`src/rtl/mem_arbiter.sv`:
```
// rtl/mem_arbiter.sv - two-requester round-robin arbiter sharing one req/done memory port
// Fetch and load/store paths compete; ties go to the requester not granted last.
module mem_arbiter #(
  parameter int unsigned TIMEOUT = 255
) (
  input  logic        clk,
  input  logic        rstn,
  input  logic        i_req,
  input  logic [31:0] i_addr,
  output logic [31:0] i_rdata,
  output logic        i_done,
  input  logic        d_req,
  input  logic [31:0] d_addr,
  input  logic [31:0] d_wdata,
  input  logic [3:0]  d_we,
  output logic [31:0] d_rdata,
  output logic        d_done,
  output logic        m_req,
  output logic [31:0] m_addr,
  output logic [31:0] m_wdata,
  output logic [3:0]  m_we,
  input  logic [31:0] m_rdata,
  input  logic        m_done,
  output logic        grant_d,
  output logic        err
);

  localparam logic [15:0] TMO = 16'(TIMEOUT);

  typedef enum logic [1:0] {IDLE, WAIT, DONE} state_t;

  state_t      state, state_nxt;
  logic [15:0] wdog;
  logic        pick_d;
  logic        grab;
  logic        finish;
  logic        expire;

  always_ff @(posedge clk) begin
    if (!rstn) state <= IDLE;
    else       state <= state_nxt;
  end

  always_comb begin
    state_nxt = state;
    grab      = 1'b0;
    finish    = 1'b0;
    expire    = 1'b0;
    // data wins when alone, or on a tie when fetch owned the port last
    pick_d    = d_req && (!i_req || !grant_d);
    case (state)
      IDLE: begin
        if (i_req || d_req) begin
          grab      = 1'b1;
          state_nxt = WAIT;
        end
      end
      WAIT: begin
        if (m_done) begin
          finish    = 1'b1;
          state_nxt = DONE;
        end else if (wdog == TMO) begin
          finish    = 1'b1;
          expire    = 1'b1;
          state_nxt = DONE;
        end
      end
      DONE:    state_nxt = IDLE;
      default: state_nxt = IDLE;
    endcase
  end

  always_ff @(posedge clk) begin
    if (!rstn) begin
      m_req   <= 1'b0;
      m_addr  <= 32'd0;
      m_wdata <= 32'd0;
      m_we    <= 4'd0;
      grant_d <= 1'b1;
      i_rdata <= 32'd0;
      d_rdata <= 32'd0;
      i_done  <= 1'b0;
      d_done  <= 1'b0;
      err     <= 1'b0;
      wdog    <= 16'd0;
    end else begin
      i_done <= 1'b0;
      d_done <= 1'b0;
      if (grab) begin
        m_req   <= 1'b1;
        m_addr  <= pick_d ? d_addr : i_addr;
        m_wdata <= pick_d ? d_wdata : 32'd0;
        m_we    <= pick_d ? d_we : 4'd0;
        grant_d <= pick_d;
        wdog    <= 16'd0;
      end else if (state == WAIT && !finish) begin
        wdog <= wdog + 16'd1;
      end
      if (finish) begin
        m_req <= 1'b0;
        if (grant_d) begin
          d_rdata <= expire ? 32'd0 : m_rdata;
          d_done  <= 1'b1;
        end else begin
          i_rdata <= expire ? 32'd0 : m_rdata;
          i_done  <= 1'b1;
        end
        if (expire) err <= 1'b1;
      end
    end
  end

endmodule

```
`config.mk`:
```
export PLATFORM = sky130hd
export DESIGN_NAME = mem_arbiter
export DESIGN_NICKNAME = d
export VERILOG_FILES = /design/src/rtl/mem_arbiter.sv
export SDC_FILE = /design/constraint.sdc
export NUM_CORES = 1
export LEC_CHECK = 0
export CAP_MARGIN = 20
export CORE_MARGIN = 4
export CORE_UTILIZATION = 41
export CTS_BUF_LIST = sky130_fd_sc_hd__clkbuf_16
export DETAILED_ROUTE_END_ITERATION = 10
export PLACE_DENSITY = 0.8
export SLEW_MARGIN = 20
export SYNTH_ARGS = -nofsm -noshare
export SYNTH_HDL_FRONTEND = slang
export SYNTH_SLANG_ARGS = --single-unit
```
`constraint.sdc`:
```
create_clock -name clk -period 2 [get_ports clk]
set_input_delay 0.3 -clock clk [delete_from_list [all_inputs] [get_ports clk]]
set_output_delay 0.3 -clock clk [all_outputs]
set_load 0.01 [all_outputs]
```
==> flow_summary_export.csv, run 1 <==
group,metric,value,unit
worst_setup_path,crit_fanout,33,
clocking,worstSkewPairLatency,0.42,ns
synthesis,synth_edf_count,0,
hold_path,hold_depth,4,
sta,timing.hold.ws,0.279,ns
cells_and_area,nNetsFinal,997,
outcome,status,"finished clean",
synthesis,yosysUniqueCellTypes,44,
synthesis,synth_nets,744,
clocking,tritoncts,"done",
die,core_area,13900,sq um
die,die_area,16300,sq um
placed_design,hpwlAfterDp,14600,um
global_routing,grt_pass1_vias,6116,
clocking,cts_buffers,17,
cells_and_area,nFillCells,1070,
sta,layout_setup_ws,0.141,ns
route,wire_per_inst,19.5,um
power_and_ir_drop,p_int,5.82,mW
worst_setup_path,path_class,"register to register",
cells_and_area,final_cell_area,9370,sq um
synthesis,synth-seq-area-share,0.529,
power_and_ir_drop,comb_power_share,0.154,
worst_setup_path,r2r_end,"i_rdata[13]$_SDFFE_PN0P_",
worst_setup_path,crit_chain,"ha_1 > and3_1 > buf_4 > a41oi_4 > buf_12 > o21ai_0 > a21boi_0",
synthesis,yosys_most_used_dff,"dfxtp_1",
clocking,cts_root_buffer,"clkbuf_16",
sta,rsz0062_at_grt,"no",
cells_and_area,diodes,0,
global_routing,grtUsageTotal,0.244,
synthesis,yosys-top-cells-area,"dfxtp_1 (53%), a21boi_0 (7.2%), o21ai_0 (6.4%)",
clocking,post_cts_buffers,0,
global_routing,grt_overflow,0,
route,vias,5890,
worst_setup_path,arrival,2.19,ns
die,die_height,128,um
sta,max_freq,538,MHz
clocking,clk_path_buf_depth,2,
cells_and_area,multiInputGateArea,2380,sq um
synthesis,yosysTopAreaCellShare,0.529,
sta,slew_violations,0,
clocking,ctsHoldBuffers,0,
sta,hold_viol,0,
worst_setup_path,r2r_cells,7,
worst_setup_path,rr_startpoint,"wdog[0]$_SDFFE_PP0P_",
die,initial_core_util,0.421,
worst_setup_path,cp-start-kind,"register",
worst_setup_path,required,2.33,ns
synthesis,syn_area,5860,sq um
power_and_ir_drop,switching_share,0.238,
clocking,cts_sinks,155,
die,rows,43,
power_and_ir_drop,p_leak,3.50,nW
clocking,clk_pin_slew,0.06,ns
cells_and_area,drive_above_1_share,0.0677,
run,timing.max_cap.violations,0,
placed_design,dpl-instance-area,8780,sq um
route,first_iter_violations,483,
worst_setup_path,end_kind,"register",
route,viasPerCell,5.60,
die,ios,274,
cells_and_area,seq_area,3100,sq um
synthesis,yosys_warnings,0,
worst_setup_path,cp_slowest_cell,"dfxtp_1",
clocking,cts_resized,0,
sta,finalCriticalPeriod,1.86,ns
hold_path,worstHoldStart,"rstn",
power_and_ir_drop,p_switching,1.82,mW
synthesis,synth_commonest_cells,"dfxtp_1 (155), o21ai_0 (75), nand3_1 (68)",
synthesis,yosysMostFrequentCell,"dfxtp_1",
sta,skew,0.00658,ns
synthesis,syn_inst,606,
power_and_ir_drop,seq_power_share,0.437,
hold_path,min_path_type,"primary input to register",
sta,period_share,0.929,
cells_and_area,area_delta_synth_final,59.9,%
sta,worst_pin_slew,0.734,ns
route,firstDrtPassIters,8,
synthesis,synth-seq-cells,155,
synthesis,avgSynthCellArea,9.67,sq um
placed_design,gp_congestion,0.833,
power_and_ir_drop,p_per_area,815,nW/um^2
power_and_ir_drop,vdd_ir_drop_max,0.567,mV
route,wl,20500,um
global_routing,grt_max_degree,69,
sta,relSlewSlack,0.511,
global_routing,grt_pass1_wl,31500,um
worst_setup_path,critical-path-max-stage-delay,0.33,ns
die,die_w,128,um
power_and_ir_drop,fin_total_pwr,7.64,mW
power_and_ir_drop,clockPowerShare,0.409,
placed_design,port-buffer-count,273,
worst_setup_path,rrSetupSlack,0.14,ns
global_routing,antenna_found_initial,0,
hold_path,hold-path-endpoint,"grant_d$_SDFFE_PN1P_",
route,drc,0,
synthesis,yosysTopAreaCell,"dfxtp_1",
placed_design,post-place-ws,-0.0631,ns
route,ant_nets,0,
synthesis,synth-async-reset-ratio,0,
sta,setup_violations,0,
clocking,cts.htree.levels,4,
==> worst max-delay path by stage <==
stage,start,cells after the start,to,slack [ns]
finish,wdog[0]$_SDFFE_PP0P_,7,i_rdata[13]$_SDFFE_PN0P_,0.14
CTS,wdog[0]$_SDFFE_PP0P_,7,i_rdata[13]$_SDFFE_PN0P_,0.14
detailed placement,i_req,5,m_wdata[17]$_SDFFE_PN0P_,-0.06
global placement,i_req,5,m_wdata[22]$_SDFFE_PN0P_,0.02
floorplan,wdog[0]$_SDFFE_PP0P_,6,wdog[6]$_SDFFE_PP0P_,0.32
global route,wdog[0]$_SDFFE_PP0P_,7,d_rdata[19]$_SDFFE_PN0P_,0.008
==> worst max-delay path, delay by kind of cell, from the launching register on <==
| kind | cells | cell delay [ns] |
|---|---|---|
| AO/OA/AOI/OAI | 3 | 0.62 |
| buffers and inverters | 2 | 0.38 |
| flip-flops | 1 | 0.33 |
| adder cells (fa/ha/maj) | 1 | 0.21 |
| AND/OR/NAND/NOR | 1 | 0.20 |
==> power groups by stage <==
| stage | registers (mW) | clock network (mW) | logic (mW) |
|---|---|---|---|
| detailed placement | 3.39 | 0 | 1.16 |
| global route | 3.35 | 3.28 | 1.25 |
| CTS | 3.33 | 3.17 | 1.17 |
| floorplan | 3.45 | 0 | 0.357 |
| finish | 3.33 | 3.13 | 1.17 |
| global placement | 3.39 | 0 | 1.13 |
==> cell type report <==
type                            instances  area share
Tap cell                              180      0.0240
Clock inverter                         14      0.0147
Clock buffer                           17      0.0454
Multi-Input combinational cell        359       0.254
Timing Repair Buffer                  292       0.317
Sequential cell                       155       0.331
Inverter                               34      0.0136
==> placed cells by master (no fill, tap or decap), drive strengths merged, types with 3 or more instances in the layout <==
master / count
a21boi: 64
a21oi: 13
a222oi: 32
a22o: 36
and3: 3
and4: 4
buf: 20
bufinv: 3
clkbuf: 18
clkdlybuf4s50: 271
clkinv: 8
dfxtp: 155
inv: 36
nand2: 12
nand3: 68
nand4: 5
nor2: 11
o21ai: 76
or3: 11
==> registers in the layout, indices dropped and copies added (netlist names) <==
name     flops
m_wdata     32
d_rdata     32
i_done       1
grant_d      1
m_we         4
err          1
i_rdata     32
m_addr      32
d_done       1
wdog        16
state        2
m_req        1
==> cell families after synthesis <==
group | after synthesis | synth area share
AOI/OAI and AO/OA | 230 | 0.280
DFF | 155 | 0.529
and+or+nand+nor | 126 | 0.118
buffers and inverters | 92 | 0.0679
xor gates and xnor gates | 1 | 0.00149
muxes | 1 | 0.00171
adders and majority gates | 1 | 0.00213
==> through the flow <==
stage | TNS [ns] | instances | util
2_1_floorplan | 0 | 606 | -
3_3_place_gp | 0 | 1019 | 0.630
3_5_place_dp | -1.11 | 1019 | 0.630
4_1_cts | 0 | 1050 | 0.671
5_1_grt | 0 | 1051 | 0.673
6_report | 0 | 1051 | 0.673
==> per-layer routing <==
| metal | up-vias | global-route usage | wire, um |
|---|---|---|---|
| met5 | - | 0 | 0 |
| met2 | 285 | 0.421 | 10500 |
| met4 | 0 | 0.132 | 867 |
| li1 | 2751 | - | - |
| met3 | 63 | 0.0719 | 1450 |
| met1 | 2791 | 0.269 | 7680 |
Power figures use the tool's default switching activity.
==> run 2: changes to the inputs <==
ABC_AREA = 1   (was not set)
CORE_UTILIZATION = 42   (was 41)
PLACE_DENSITY = 0.81   (was 0.8)
==> run 2 against run 1 <==
  * Sequential share of layout area shrank 0.66 points
  * Via count grew 9.2%
  * Total power grew 0.83%
  * Critical path type unchanged
  * Largest power group unchanged
  * Fmax grew 0.47%
  * Highest routed layer unchanged
  * Non-clock buffer count shrank 1
  * Synthesized cell count grew 30%
  * Core utilization grew 0.58 points
==> flow_summary_export.csv, run 2 <==
group,metric,value,unit
synthesis,syn_inst,790,
sta,finalCriticalPeriod,1.85,ns
worst_setup_path,arrival,2.14,ns
clocking,cts_sinks,155,
sta,layout_setup_ws,0.150,ns
sta,hold_viol,0,
clocking,worstSkewPairLatency,0.42,ns
synthesis,avgSynthCellArea,7.75,sq um
route,wl,20600,um
route,firstDrtPassIters,5,
cells_and_area,nNetsFinal,1177,
worst_setup_path,r2r_end,"d_rdata[25]$_SDFFE_PN0P_",
clocking,cts.htree.levels,4,
route,ant_nets,0,
placed_design,gp_congestion,0.880,
synthesis,yosys-top-cells-area,"dfxtp_1 (51%), nand2_1 (13%), nand4_1 (9.9%)",
worst_setup_path,r2r_cells,8,
hold_path,hold-path-endpoint,"err$_SDFFE_PN0P_",
synthesis,syn_area,6130,sq um
placed_design,port-buffer-count,273,
clocking,clk_path_buf_depth,2,
hold_path,worstHoldStart,"m_done",
worst_setup_path,end_kind,"register",
global_routing,grt_pass1_wl,32100,um
sta,timing.hold.ws,0.319,ns
clocking,cts_buffers,17,
outcome,status,"finished clean",
die,die_area,16600,sq um
route,viasPerCell,5.23,
route,wl_met3,1690,um
power_and_ir_drop,fin_total_pwr,7.70,mW
synthesis,yosysUniqueCellTypes,29,
sta,setup_tns,0,ns
worst_setup_path,rrSetupSlack,0.15,ns
cells_and_area,nFillCells,1177,
synthesis,yosysTopAreaCell,"dfxtp_1",
die,rows,43,
synthesis,synth-seq-area-share,0.507,
clocking,clk_pin_slew,0.06,ns
synthesis,yosysMostFrequentCell,"nand2_1",
worst_setup_path,crit_fanout,33,
synthesis,synth-async-reset-ratio,0,
synthesis,yosysTopAreaCellShare,0.507,
sta,worst_pin_slew,0.649,ns
global_routing,grt_pass1_vias,6251,
synthesis,synth_nets,928,
clocking,cts_root_buffer,"clkbuf_16",
worst_setup_path,cp-start-kind,"register",
global_routing,grt_max_degree,69,
route,vias,6432,
sta,setup_violations,0,
sta,relSlewSlack,0.568,
sta,max_freq,540,MHz
power_and_ir_drop,p_per_area,805,nW/um^2
die,ios,274,
route,drc,0,
cells_and_area,final_cell_mix,"clkdlybuf4s50_1 (272), nand2_1 (207), dfxtp_1 (155), nand4_1 (97), a21oi_1 (73)",
route,wl_met2,10100,um
worst_setup_path,rr_startpoint,"wdog[0]$_SDFFE_PP0P_",
hold_path,hold_depth,3,
power_and_ir_drop,p_leak,3.59,nW
global_routing,grt_overflow,0,
sta,slew_violations,0,
synthesis,synth_edf_count,0,
die,die_height,129,um
global_routing,antenna_found_initial,0,
sta,period_share,0.925,
cells_and_area,utilization,0.679,
sta,skew,0.0119,ns
route,wl_met1,8040,um
sta,rsz0062_at_grt,"yes",
cells_and_area,drive_above_1_share,0.0543,
synthesis,yosys_most_used_dff,"dfxtp_1",
power_and_ir_drop,vdd_ir_drop_max,0.922,mV
synthesis,synth_commonest_cells,"nand2_1 (207), dfxtp_1 (155), nand4_1 (97)",
global_routing,grtUsageTotal,0.243,
cells_and_area,final_cell_area,9560,sq um
hold_path,min_path_type,"primary input to register",
die,initial_core_util,0.435,
die,core_area,14100,sq um
clocking,post_cts_buffers,0,
cells_and_area,layout.cells.non_filler,1230,
cells_and_area,diodes,0,
worst_setup_path,path_class,"register to register",
run,timing.max_cap.violations,0,
route,routed.top_layer,"met4",
cells_and_area,area_delta_synth_final,56.1,%
route,wire_per_inst,16.7,um
route,first_iter_violations,550,
synthesis,synth-seq-cells,155,
placed_design,dpl.cell_count,1200,
placed_design,hpwlAfterDp,14600,um
synthesis,yosys_warnings,0,
worst_setup_path,required,2.29,ns
placed_design,post-place-ws,0.163,ns
clocking,tritoncts,"done",
placed_design,dpl-instance-area,9000,sq um
die,die_w,129,um
cells_and_area,layout_commonest_cell,"clkdlybuf4s50_1",
## run 2: cell types whose count changed after synthesis, moves of 26 or more
cell and change:
o21ai_0 -58, a21oi_1 +60, nand3_1 -28, nor2_1 +26, a22o_1 -36, a21boi_0 -56
a222oi_1 -32, nand4_1 +93, nand2_1 +195
## run 2: how the worst max path moves through the flow
stage                                    start                       end  cells after the start
after floorplan           wdog[0]$_SDFFE_PP0P_  d_rdata[31]$_SDFFE_PN0P_                      9
after global placement                   i_req   m_addr[10]$_SDFFE_PN0P_                      8
after detailed placement  wdog[0]$_SDFFE_PP0P_   d_rdata[8]$_SDFFE_PN0P_                      8
after CTS                 wdog[0]$_SDFFE_PP0P_  d_rdata[25]$_SDFFE_PN0P_                      8
after global routing      wdog[0]$_SDFFE_PP0P_  d_rdata[30]$_SDFFE_PN0P_                      8
final                     wdog[0]$_SDFFE_PP0P_  d_rdata[25]$_SDFFE_PN0P_                      8
## run 2: worst max-delay path: stages (launching register included)
cell	delay, ns
dfxtp_1	0.36
ha_1	0.23
nand3_2	0.15
nor2_4	0.18
nand2_4	0.09
nand2_4	0.10
nand3_4	0.33
nand2_1	0.19
a21oi_1	0.09
## run 2: repair_timing
| action | in CTS | in global routing |
|---|---|---|
| hold buffers | 0 | 0 |
| endpoints found under the setup margin | 0 | 40 |
| gates resized for setup | 0 | 0 |
## run 2: layout make-up
class,count,area [sq um],area share
tap,180,225,0.0235
multi-input combinational,519,2540,0.266
clock inverter,13,139,0.0145
clock buffer,17,425,0.0445
timing repair buffer,291,2930,0.306
inverter,55,206,0.0216
sequential,155,3100,0.324
## run 2: report_power, final
| part | total, mW | internal, mW | switching, mW |
|---|---|---|---|
| clock network | 3.14 | 1.92 | 1.22 |
| registers | 3.33 | 3.24 | 0.0884 |
| logic | 1.23 | 0.628 | 0.604 |
| total | 7.70 | 5.79 | 1.91 |
## run 2: metal layers
layer	up-vias	global-route usage
li1	3161	-
met1	2962	0.284
met2	251	0.396
met3	58	0.0922
met4	0	0.113
met5	-	0
## run 2: logic make-up (layout without fill, tap and decap cells)
group,Yosys count,in the layout,share of synthesized area
fa+ha+maj,1,1,0.00204
simple gates,395,395,0.306
buf+inv,116,376,0.0801
compound gates,118,118,0.0987
flops,155,155,0.507
xor+xnor,5,5,0.00715
==> run 3: changes to the inputs <==
CORE_MARGIN = 2   (was 4)
==> run 3 against run 2 <==
  * Sequential share of layout area grew 0.10 points
  * Non-clock buffer count shrank 2
  * Total power shrank 1.9%
  * Wire length shrank 7.2%
  * Combinational power is essentially flat
  * Critical path depth is the same
  * Critical endpoint is now d_rdata[24]$_SDFFE_PN0P_
  * Largest power group unchanged
  * Highest routed layer unchanged
==> flow_summary_export.csv, run 3 (same netlist as run 2, synthesis figures left out) <==
group,metric,value,unit
worst_setup_path,crit_family,"simple AND/OR/NAND/NOR gates",
die,die_w,125,um
route,wl_met2,9150,um
die,die_height,125,um
hold_path,min_path_type,"primary input to register",
sta,period_share,0.950,
worst_setup_path,arrival,2.19,ns
route,wl,19100,um
power_and_ir_drop,p_switching,1.90,mW
clocking,worstSkewPairLatency,0.42,ns
global_routing,grt_pass1_wl,31000,um
cells_and_area,multiInputGateArea,2540,sq um
worst_setup_path,crit_fanout,33,
sta,setup_violations,0,
route,wire_per_inst,15.5,um
sta,finalCriticalPeriod,1.90,ns
worst_setup_path,path_class,"register to register",
power_and_ir_drop,vdd_ir_drop_max,0.638,mV
worst_setup_path,required,2.29,ns
worst_setup_path,rrSetupSlack,0.10,ns
clocking,post_cts_buffers,0,
placed_design,post-place-ws,0.147,ns
clocking,cts_sinks,155,
sta,slew_violations,0,
clocking,cts_buffers,17,
outcome,status,"finished clean",
global_routing,grtUsageTotal,0.245,
cells_and_area,utilization,0.664,
worst_setup_path,endpoint,"d_rdata[24]$_SDFFE_PN0P_",
power_and_ir_drop,comb_power_share,0.161,
route,viasPerCell,5.09,
worst_setup_path,cp-start-kind,"register",
worst_setup_path,crit_buf_inv,0,
cells_and_area,area_delta_synth_final,55.6,%
worst_setup_path,r2r_end,"d_rdata[24]$_SDFFE_PN0P_",
cells_and_area,final_cell_mix,"clkdlybuf4s50_1 (272), nand2_1 (207), dfxtp_1 (155), nand4_1 (97), a21oi_1 (73)",
worst_setup_path,r2r_cells,8,
route,firstDrtPassIters,8,
route,first_iter_violations,459,
cells_and_area,diodes,0,
cells_and_area,nFillCells,1180,
worst_setup_path,crit_chain,"ha_1 > nand3_2 > nor2_4 > nand2_4 > nand2_4 > nand3_4 > nand2_1 > a21oi_1",
worst_setup_path,crit_start,"wdog[0]$_SDFFE_PP0P_",
die,core_area,14400,sq um
sta,timing.hold.ws,0.238,ns
route,wl_met3,1580,um
global_routing,grt_max_degree,69,
cells_and_area,layout.cells.non_filler,1234,
die,initial_core_util,0.426,
worst_setup_path,critical-path-max-stage-delay,0.37,ns
cells_and_area,layout_commonest_cell,"clkdlybuf4s50_1",
run,timing.max_cap.violations,0,
sta,skew,0.00644,ns
sta,relSlewSlack,0.572,
sta,layout_setup_ws,0.100,ns
die,ios,274,
route,drc,0,
placed_design,port-buffer-count,273,
power_and_ir_drop,clockPowerShare,0.398,
global_routing,grt_overflow,0,
worst_setup_path,cp_num_cells,8,
clocking,cts_root_buffer,"clkbuf_16",
sta,setup_tns,0,ns
cells_and_area,nNetsFinal,1175,
clocking,cts.htree.levels,4,
route,vias,6281,
worst_setup_path,cp_slowest_cell,"dfxtp_1",
power_and_ir_drop,p_leak,3.57,nW
clocking,tritoncts,"done",
die,rows,44,
global_routing,antenna_found_initial,0,
placed_design,dpl.cell_count,1202,
placed_design,hpwlAfterDp,13100,um
sta,max_freq,526,MHz
clocking,ctsHoldBuffers,0,
sta,worst_pin_slew,0.642,ns
sta,hold_viol,0,
placed_design,gp_congestion,0.861,
clocking,clk_pin_slew,0.06,ns
route,ant_nets,0,
clocking,clk_path_buf_depth,2,
worst_setup_path,crit_top_cell,"nand2_4",
power_and_ir_drop,p_per_area,792,nW/um^2
global_routing,grt_pass1_vias,6072,
die,die_area,15600,sq um
cells_and_area,seq_area,3100,sq um
route,routed.top_layer,"met4",
sta,rsz0062_at_grt,"yes",
power_and_ir_drop,p_int,5.65,mW
route,wl_met1,7650,um
worst_setup_path,end_kind,"register",
cells_and_area,drive_above_1_share,0.0524,
power_and_ir_drop,seq_power_share,0.440,
power_and_ir_drop,switching_share,0.252,
worst_setup_path,rr_startpoint,"wdog[0]$_SDFFE_PP0P_",
-- run 3: worst min-delay path, delay by kind of cell --
kind                   cells  cell delay [ns]
AO/OA/AOI/OAI              1             0.06
AND/OR/NAND/NOR            1             0.10
buffers and inverters      1             0.14
-- run 3: what timing repair did --
item                                   CTS  global route
resized for setup                        0             0
setup endpoints to repair                0            16
endpoints found under the hold margin    0             0
-- run 3: worst min path at each step --
stage	start	endpoint	slack, ns	depth (start not counted)
2_1_floorplan	i_addr[0]	m_addr[0]$_SDFFE_PN0P_	0.41	2
3_3_place_gp	m_wdata[14]$_SDFFE_PN0P_	m_wdata[14]$_SDFFE_PN0P_	0.44	2
3_5_place_dp	m_wdata[14]$_SDFFE_PN0P_	m_wdata[14]$_SDFFE_PN0P_	0.44	2
4_1_cts	m_done	i_rdata[29]$_SDFFE_PN0P_	0.22	3
5_1_grt	m_done	d_rdata[29]$_SDFFE_PN0P_	0.25	3
6_report	m_done	i_rdata[29]$_SDFFE_PN0P_	0.24	3
-- run 3: layout make-up --
| class | instances | area share |
|---|---|---|
| tap | 184 | 0.0241 |
| clock inverter | 15 | 0.0125 |
| sequential | 155 | 0.325 |
| clock buffer | 17 | 0.0446 |
| timing repair buffer | 289 | 0.305 |
| inverter | 55 | 0.0217 |
| multi-input combinational | 519 | 0.266 |
-- run 3: through the flow --
step / power [mW] / cell area [sq um]
detailed placement: 4.60 / 8990
global route: 7.84 / 9530
CTS: 7.60 / 9530
global placement: 4.60 / 8990
finish: 7.55 / 9530
floorplan: 3.88 / 6130
-- run 3: power by group through the flow --
| stage | sequential [mW] | combinational, mW | clock (mW) |
|---|---|---|---|
| floorplan | 3.45 | 0.433 | 0 |
| global placement | 3.39 | 1.21 | 0 |
| detailed placement | 3.39 | 1.22 | 0 |
| CTS | 3.33 | 1.22 | 3.05 |
| global route | 3.34 | 1.31 | 3.19 |
| finish | 3.33 | 1.22 | 3.01 |
-- run 3: routing by layer --
metal	GRT usage	vias up
met2	0.403	250
met3	0.0842	50
met4	0.120	0
met5	0	-
met1	0.285	2837
li1	-	3144
